`config.mk`:
```
export PLATFORM = sky130hd
export DESIGN_NAME = f1_start_lights
export DESIGN_NICKNAME = d
export VERILOG_FILES = /design/src/rtl/f1_pkg.sv /design/src/rtl/f1_lfsr.sv /design/src/rtl/f1_start_lights.sv
export SDC_FILE = /design/constraint.sdc
export NUM_CORES = 1
export LEC_CHECK = 0
export CORE_UTILIZATION = 35
export CTS_BUF_LIST = sky130_fd_sc_hd__clkbuf_4
export DETAILED_ROUTE_END_ITERATION = 12
export PLACE_DENSITY = 0.67
export SLEW_MARGIN = 20
export SYNTH_ARGS = -nofsm -noshare
export SYNTH_HDL_FRONTEND = slang
export SYNTH_HIERARCHICAL = 1
export SYNTH_SLANG_ARGS = --single-unit
```
`constraint.sdc`:
```
create_clock -name clk -period 2.53 [get_ports clk]
set_clock_uncertainty 0.2 [all_clocks]
set_input_delay 0.6325 -clock clk [delete_from_list [all_inputs] [get_ports clk]]
set_output_delay 0.6325 -clock clk [all_outputs]
set_load 0.02 [all_outputs]
```
`src/rtl/f1_pkg.sv`:
```
// Shared types for the F1 start-light sequencer: FSM state encoding and
// maximal-length Fibonacci LFSR tap masks for widths 3..8.
package f1_pkg;

   typedef enum logic [2:0] {
      IDLE   = 3'd0,
      FILL   = 3'd1,
      HOLD   = 3'd2,
      TIMING = 3'd3,
      DONE   = 3'd4
   } f1_state_t;

   // Bit i set means stage i+1 feeds the XOR; values follow the usual
   // primitive-polynomial tables (e.g. width 8 uses stages 8,6,5,4).
   function automatic logic [7:0] lfsr_taps(input int width);
      case (width)
         3:       return 8'h06;
         4:       return 8'h0C;
         5:       return 8'h14;
         6:       return 8'h30;
         7:       return 8'h60;
         8:       return 8'hB8;
         default: return 8'h60;
      endcase
   endfunction

endpackage

```
`src/rtl/f1_lfsr.sv`:
```
// Free-running Fibonacci LFSR used as the lights-out delay source.
// Seeded with 1 on reset; a maximal-length tap set keeps it off zero.
module f1_lfsr
   import f1_pkg::*;
#(
   parameter int WIDTH = 7
) (
   input  logic             clk,
   input  logic             rst,
   output logic [WIDTH-1:0] q
);

   localparam logic [7:0]       TAPS_ALL = lfsr_taps(WIDTH);
   localparam logic [WIDTH-1:0] TAPS     = TAPS_ALL[WIDTH-1:0];

   logic fb;

   assign fb = ^(q & TAPS);

   always_ff @(posedge clk or posedge rst) begin
      if (rst) begin
         q <= WIDTH'(1);
      end else begin
         q <= {q[WIDTH-2:0], fb};
      end
   end

endmodule

```
`src/rtl/f1_start_lights.sv`:
```
// F1 start-light sequencer: fill lights on ticks, hold for a random tick
// count, go dark, then time the driver's reaction. F1_FALSE_START_EN adds
// false-start detection during FILL/HOLD and the false_start output.
module f1_start_lights
   import f1_pkg::*;
#(
   parameter int NUM_LIGHTS  = 8,
   parameter int LFSR_WIDTH  = 7,
   parameter int REACT_WIDTH = 16
) (
   input  logic                   clk,
   input  logic                   rst,
   input  logic                   trigger,
   input  logic                   tick,
   input  logic                   react_btn,
   output logic [NUM_LIGHTS-1:0]  lights,
   output logic                   busy,
   output logic                   time_valid,
   output logic [REACT_WIDTH-1:0] react_time,
`ifdef F1_FALSE_START_EN
   output logic                   false_start,
`endif
   output f1_state_t              state
);

   localparam int                     FILL_W    = $clog2(NUM_LIGHTS + 1);
   localparam logic [FILL_W-1:0]      FILL_LAST = FILL_W'(NUM_LIGHTS - 1);
   localparam logic [REACT_WIDTH-1:0] REACT_MAX = '1;

   f1_state_t              next_state;
   logic [FILL_W-1:0]      fill_cnt;
   logic [LFSR_WIDTH-1:0]  delay_cnt;
   logic [LFSR_WIDTH-1:0]  lfsr_q;
   logic [REACT_WIDTH-1:0] react_cnt;

   logic start;
   logic fill_step;
   logic load_delay;
   logic delay_step;
   logic lights_out;
   logic react_step;
   logic capture;
   logic false_hit;

   f1_lfsr #(
      .WIDTH (LFSR_WIDTH)
   ) u_lfsr (
      .clk (clk),
      .rst (rst),
      .q   (lfsr_q)
   );

   always_ff @(posedge clk or posedge rst) begin
      if (rst) begin
         state <= IDLE;
      end else begin
         state <= next_state;
      end
   end

   // A false-start press outranks a simultaneous tick in FILL/HOLD.
   always_comb begin
      next_state = state;
      start      = 1'b0;
      fill_step  = 1'b0;
      load_delay = 1'b0;
      delay_step = 1'b0;
      lights_out = 1'b0;
      react_step = 1'b0;
      capture    = 1'b0;
      false_hit  = 1'b0;
      case (state)
         IDLE, DONE: begin
            if (trigger) begin
               next_state = FILL;
               start      = 1'b1;
            end
         end
         FILL: begin
`ifdef F1_FALSE_START_EN
            if (react_btn) begin
               next_state = DONE;
               false_hit  = 1'b1;
            end else
`endif
            if (tick) begin
               fill_step = 1'b1;
               if (fill_cnt == FILL_LAST) begin
                  next_state = HOLD;
                  load_delay = 1'b1;
               end
            end
         end
         HOLD: begin
`ifdef F1_FALSE_START_EN
            if (react_btn) begin
               next_state = DONE;
               false_hit  = 1'b1;
            end else
`endif
            if (tick) begin
               if (delay_cnt == LFSR_WIDTH'(1)) begin
                  next_state = TIMING;
                  lights_out = 1'b1;
               end else begin
                  delay_step = 1'b1;
               end
            end
         end
         TIMING: begin
            if (react_btn) begin
               next_state = DONE;
               capture    = 1'b1;
            end else begin
               react_step = 1'b1;
            end
         end
         default: next_state = IDLE;
      endcase
   end

   // time_valid is a level flag: it rises with react_time on the capturing
   // edge and both hold until the next accepted trigger or reset.
   always_ff @(posedge clk or posedge rst) begin
      if (rst) begin
         fill_cnt   <= '0;
         delay_cnt  <= '0;
         react_cnt  <= '0;
         react_time <= '0;
         time_valid <= 1'b0;
      end else begin
         if (start) begin
            fill_cnt <= '0;
         end else if (fill_step) begin
            fill_cnt <= fill_cnt + FILL_W'(1);
         end

         if (load_delay) begin
            delay_cnt <= lfsr_q;
         end else if (delay_step) begin
            delay_cnt <= delay_cnt - LFSR_WIDTH'(1);
         end

         if (lights_out) begin
            react_cnt <= '0;
         end else if (react_step && (react_cnt != REACT_MAX)) begin
            react_cnt <= react_cnt + REACT_WIDTH'(1);
         end

         if (start) begin
            time_valid <= 1'b0;
         end else if (capture) begin
            time_valid <= 1'b1;
            react_time <= react_cnt;
         end
      end
   end

`ifdef F1_FALSE_START_EN
   always_ff @(posedge clk or posedge rst) begin
      if (rst) begin
         false_start <= 1'b0;
      end else if (start) begin
         false_start <= 1'b0;
      end else if (false_hit) begin
         false_start <= 1'b1;
      end
   end
`endif

   always_comb begin
      lights = '0;
      if (state == HOLD) begin
         lights = '1;
      end else if (state == FILL) begin
         for (int i = 0; i < NUM_LIGHTS; i++) begin
            lights[i] = (FILL_W'(i) < fill_cnt);
         end
      end
   end

   assign busy = (state == FILL) || (state == HOLD) || (state == TIMING);

endmodule

```
After elaboration in Yosys (flattened, before gate mapping) --
Cells that the tools add are included.
Storage, ports and cells: register bits 54, output and inout bits 29
Operators by class: $add $sub $neg 3, bitwise operators 1, eq/ne operators 13, reduce and logical (&&, ||, !) cells 12, muxes and demuxes 34, $lt $le $gt $ge 8
Operators by type and width (count):
- 16-bit 2-to-1 mux | 2
- 1-bit 2-to-1 mux | 19
- 3-bit 2-to-1 mux | 6
- 16-bit by 1-bit adder with 16-bit output (second input constant) | 1
- 3-bit by 4-bit less-than comparator with 1-bit output (first input constant) | 4
- 8-bit 2-to-1 mux | 2
- 16-bit != test (second input constant) | 1
- 7-bit 2-to-1 mux | 2
- 2-bit != test (second input constant) | 6
- 3-bit case mux with 4 select lines | 1
- 1-bit by 4-bit less-than comparator with 1-bit output (first input constant) | 2
- 2-bit by 4-bit less-than comparator with 1-bit output (first input constant) | 2
- 4-bit 2-to-1 mux | 2
- 2-bit nonzero test | 4
- 7-bit by 1-bit equality test with 1-bit output (second input constant) | 1
- 7-bit parity | 1
- 7-bit by 1-bit subtractor with 7-bit output (second input constant) | 1
- 3-bit by 2-bit equality test with 1-bit output (second input constant) | 2
- 6-bit AND reduction | 1
- 4-bit by 1-bit adder with 4-bit output (second input constant) | 1
- 4-bit by 3-bit equality test with 1-bit output (second input constant) | 1
- 3-bit by 1-bit equality test with 1-bit output (second input constant) | 1
- 3-bit equality test (second input constant) | 1
- 3-bit logical NOT | 1
- other kinds (5) | 6

Depth between registers and ports, before layout --
depth after elaboration 6, depth in mapped cells 7, depth with buffers taken out 6

By module --
Netlist, hierarchy kept.
By module, submodules not included:
- f1_start_lights | area an instance 2544.9 um^2, sequential area each 1176.1 um^2, cells an instance 253, instances 1
- f1_lfsr | area an instance 188.9 um^2, sequential area each 176.4 um^2, cells an instance 9, instances 1

Worst setup path before layout --
OpenSTA, ideal clock, no wires.
path kind register to output, from reg state[0], to out lights[0], path buffers 1, slack -0.170 ns, stages on the path, launching flop included 6, arrival 1.867 ns, path through dfrtp_1 > clkbuf_1 > nor2b_1 > o21ai_0 > a21oi_1 > a21o_1
On the way: word-level cells in the longest chain between the ends 3, elaborated cells on any way between the ends 4, those cells by class 2 x eq/ne; 2 x mux
RTL lines:
- start: declaration | RTL line f1_start_lights.sv:23 | output f1_state_t state
- start signal: assignment | RTL line f1_start_lights.sv:57 | state <= next_state;
- 3-bit by 1-bit equality test with 1-bit output | RTL line f1_start_lights.sv:175 | end else if (state == FILL) begin
- 8-bit 2-to-1 mux | RTL line f1_start_lights.sv:175
- 8-bit 2-to-1 mux * | RTL line f1_start_lights.sv:173 | if (state == HOLD) begin
- end: declaration | RTL line f1_start_lights.sv:16 | output logic [NUM_LIGHTS-1:0] lights,
Every way passes the cells marked *; elsewhere a longest branch is shown, timed or not.

Worst setup path in the final report --
from in react_btn, to reg react_cnt[13]
On the way: word-level cells in the longest chain between the ends 4
RTL lines:
- start: declaration | RTL line f1_start_lights.sv:15 | input logic react_btn,
- 1-bit 2-to-1 mux | RTL line f1_start_lights.sv:111 | if (react_btn) begin
- 1-bit 2-to-1 mux | RTL line f1_start_lights.sv:72 | case (state)
- 1-bit logical AND | RTL line f1_start_lights.sv:146 | end else if (react_step && (react_cnt != REACT_MAX)) begin
- 2-bit nonzero test (no source line)
- end signal: assignment | RTL line f1_start_lights.sv:147 | react_cnt <= react_cnt + REACT_WIDTH'(1);
- end: declaration | RTL line f1_start_lights.sv:34 | logic [REACT_WIDTH-1:0] react_cnt;
Every way passes these cells. A chain may end at the register's enable or synchronous reset.

==> metrics.txt <==
# nets final 334; CP Data Arrival Time 2550 ps; top_reg_cell synth dfrtp_1; clk_lat worst skew ~370 ps; GRT Util Overall 0.152; CTS Buf Count 5; RSZ-0062 raised after global routing no; reg2reg start delay_cnt[1]; die width between 90 and 100 um; status finished, final reports clean; R2R cell count 6; Setup Crit Path Kind input pin to flip-flop; Setup violations, final 0; critical path depth in cells 5; setup slack, reg-to-reg 220 ps; post-route clock period utilization 0.961; Pleak 0.00158 uW; Placeable Area 7410 um2; Vias/cell ~5.3; Syn. warnings 6; diodes inserted 0; max_slew headroom 0.590; FP Rows 31; Internal 1660 uW; count leader, synth dfrtp_1; NetSw 894 uW; FF/Latch Area 1350 um2; EDFF count, synth 0; vias in the first global route 2147; CP required 2650 ps; Worst Path Buf+Inv 1; critical-path maximum fanout 5; Num Clock Sinks 54; Power, Total 2550 uW; TritonRoute pass-1 iters 4; H-tree depth 2; Gate power share 0.379; first-pass GRT wire length 10000 um; initial antenna violation count 0; register share of total power 0.425; Power Dens Cells 736 nW/um2; Syn Inst Count 262; IO buf count 33; clock share of power 0.196; DP HPWL 4100 um; Worst path slowest cell or4_1; Final Util 0.468; final-layout fill cell count 715; CP startpoint kind input pin; Distinct cells, synth 50; Peak VDD IR between 500 and 600 uV; Total Wirelength 5820 um; syn nets about 270; Die Height 90.4 um; Mapped Area 2730 um2; final hold vios 0; Clock transition at path regs 150 ps; Root Buffer Master clkbuf_4; Starting Density 0.369; Endpoint, Worst Hold u_lfsr/q[3]; top-level I/O count 34; area occupied by multi-input gates between 1000 and 1500 um2; DRC 0; TritonCTS clock tree done; Hold Crit Depth 0; worst hold path type flip-flop to flip-flop; syn_area_per_cell 10.4 um2; largest net degree at the start of global routing 48; Post-DP Area 3340 um2; fin area around 3500 um2; Worst-Margin Slew 610 ps; FMAX 411 MHz; slowest stage delay, CP 570 ps; sequential area share after synthesis 0.495; crit end category flip-flop; Final Max Slew Viols 0; critical path's top delay family simple AND/OR/NAND/NOR gates; Max Cap Viol 0; HP Start u_lfsr/q[2]; die area 8170 um2; layout cell share with drive strength beyond 1 0.249; total grt overflow 0; CP Cell Sequence clkdlybuf4s50_1 -> nand4bb_1 -> or4_1 -> or4_4 -> a21oi_2; synthesis-stage register bit count 54; Starting DRT DRC Count roughly 120; synth cell count leaders dfrtp_1 (53), a21oi_1 (24), mux2_2 (16), nand2_1 (14), nor2_1 (14); largest cells by area after synthesis dfrtp_1 (49%), mux2_2 (6.6%), a21oi_1 (4.4%); Tmin final 2430 ps; Sw Share 0.350; P&R area growth vs syn 26.9%; Critical R2R Capture react_cnt[2]; fraction of registers with async set/reset 1.00; deepest clock path buffer count 2; top-area cell type share of the netlist area 0.485; WL per Instance 13.7 um; via count 2233; Post-DRT Antenna Nets 0; Yosys top cell by area dfrtp_1; GP Congestion 0.851
-- cell families (layout without fill, tap and decap cells) --
| kind of cell | Yosys count | after routing | synth area share |
|---|---|---|---|
| AOI/OAI and AO/OA | 64 | 64 | 0.150 |
| adders and majority gates | 5 | 5 | 0.0229 |
| DFF | 54 | 54 | 0.495 |
| xor gates and xnor gates | 4 | 4 | 0.0128 |
| buffers and inverters | 23 | 86 | 0.0325 |
| muxes | 24 | 24 | 0.0952 |
| and+or+nand+nor | 88 | 88 | 0.192 |
-- layer usage --
metal  up-vias  track usage  share of wire
met1      1113        0.198           0.48
li1       1085            -              -
met3         7       0.0253          0.021
met2        28        0.256           0.49
met5         -            0              0
met4         0       0.0484          0.012
-- worst max-delay path by stage --
stage | startpoint | to | slack, ps
2_1_floorplan | state[0] | lights[0] | 50
3_3_place_gp | react_btn | react_cnt[13] | -260
3_5_place_dp | react_btn | react_cnt[13] | -300
4_1_cts | fill_cnt[0] | lights[6] | 10
5_1_grt | state[0] | lights[0] | 0.03
6_report | react_btn | react_cnt[13] | 100
-- layout make-up --
type | instances | area share
flip-flops and latches | 54 | 0.390
clock buffers | 7 | 0.0152
repair buffers | 66 | 0.160
clock inverters | 1 | 0.00866
well taps | 99 | 0.0357
inverters | 12 | 0.0130
multi-input cells | 185 | 0.377
-- through the flow --
| stage | setup slack (ps) | setup TNS [ps] | cells | hold WS (ps) |
|---|---|---|---|---|
| 2_1_floorplan | 52.8 | 0 | 262 | 153 |
| 3_3_place_gp | -265 | -1620 | 407 | 173 |
| 3_5_place_dp | -302 | -2070 | 407 | 168 |
| 4_1_cts | 14.7 | 0 | 418 | 202 |
| 5_1_grt | 0.0269 | 0 | 424 | 221 |
| 6_report | 99.3 | 0 | 424 | 206 |
-- power groups by stage --
stage / combinational (uW) / sequential, uW / clock, uW
6_report: 969 / 1080 / 500
5_1_grt: 1080 / 1110 / 549
4_1_cts: 948 / 1080 / 519
3_5_place_dp: 959 / 1110 / 0
3_3_place_gp: 952 / 1100 / 0
2_1_floorplan: 574 / 1110 / 0
-- cell usage in the layout, fill, tap and decap left out, types with 4 or more instances in the layout --
master,n
buf_2,5
or3_1,5
a21oi_1,23
o2bb2ai_1,5
o31ai_1,7
nor2_1,14
nand3_1,7
nor2b_1,4
nand2_1,14
o21a_1,5
nor3_1,6
clkdlybuf4s50_1,23
dfrtp_1,52
o21ai_0,7
clkbuf_4,7
a21o_1,4
nand4_1,4
inv_1,11
mux2_2,16
buf_4,33
or4_1,9
mux2i_1,8
-- flip-flops by register name (all words and copies together) (netlist names) --
| name | flops |
|---|---|
| state | 3 |
| time_valid | 1 |
| react_time | 16 |
| fill_cnt | 4 |
| react_cnt | 16 |
| u_lfsr/q | 7 |
| delay_cnt | 7 |
-- repair_timing --
| item | CTS | global route |
|---|---|---|
| hold buffers | 0 | 0 |
| gates cloned | 0 | 0 |
| pin swaps | 1 | 3 |
| gates resized for setup | 28 | 10 |
| buffers inserted | 3 | 6 |
| endpoints found under the setup margin | 10 | 10 |
Note: power is estimated with default switching activity, not from simulation.
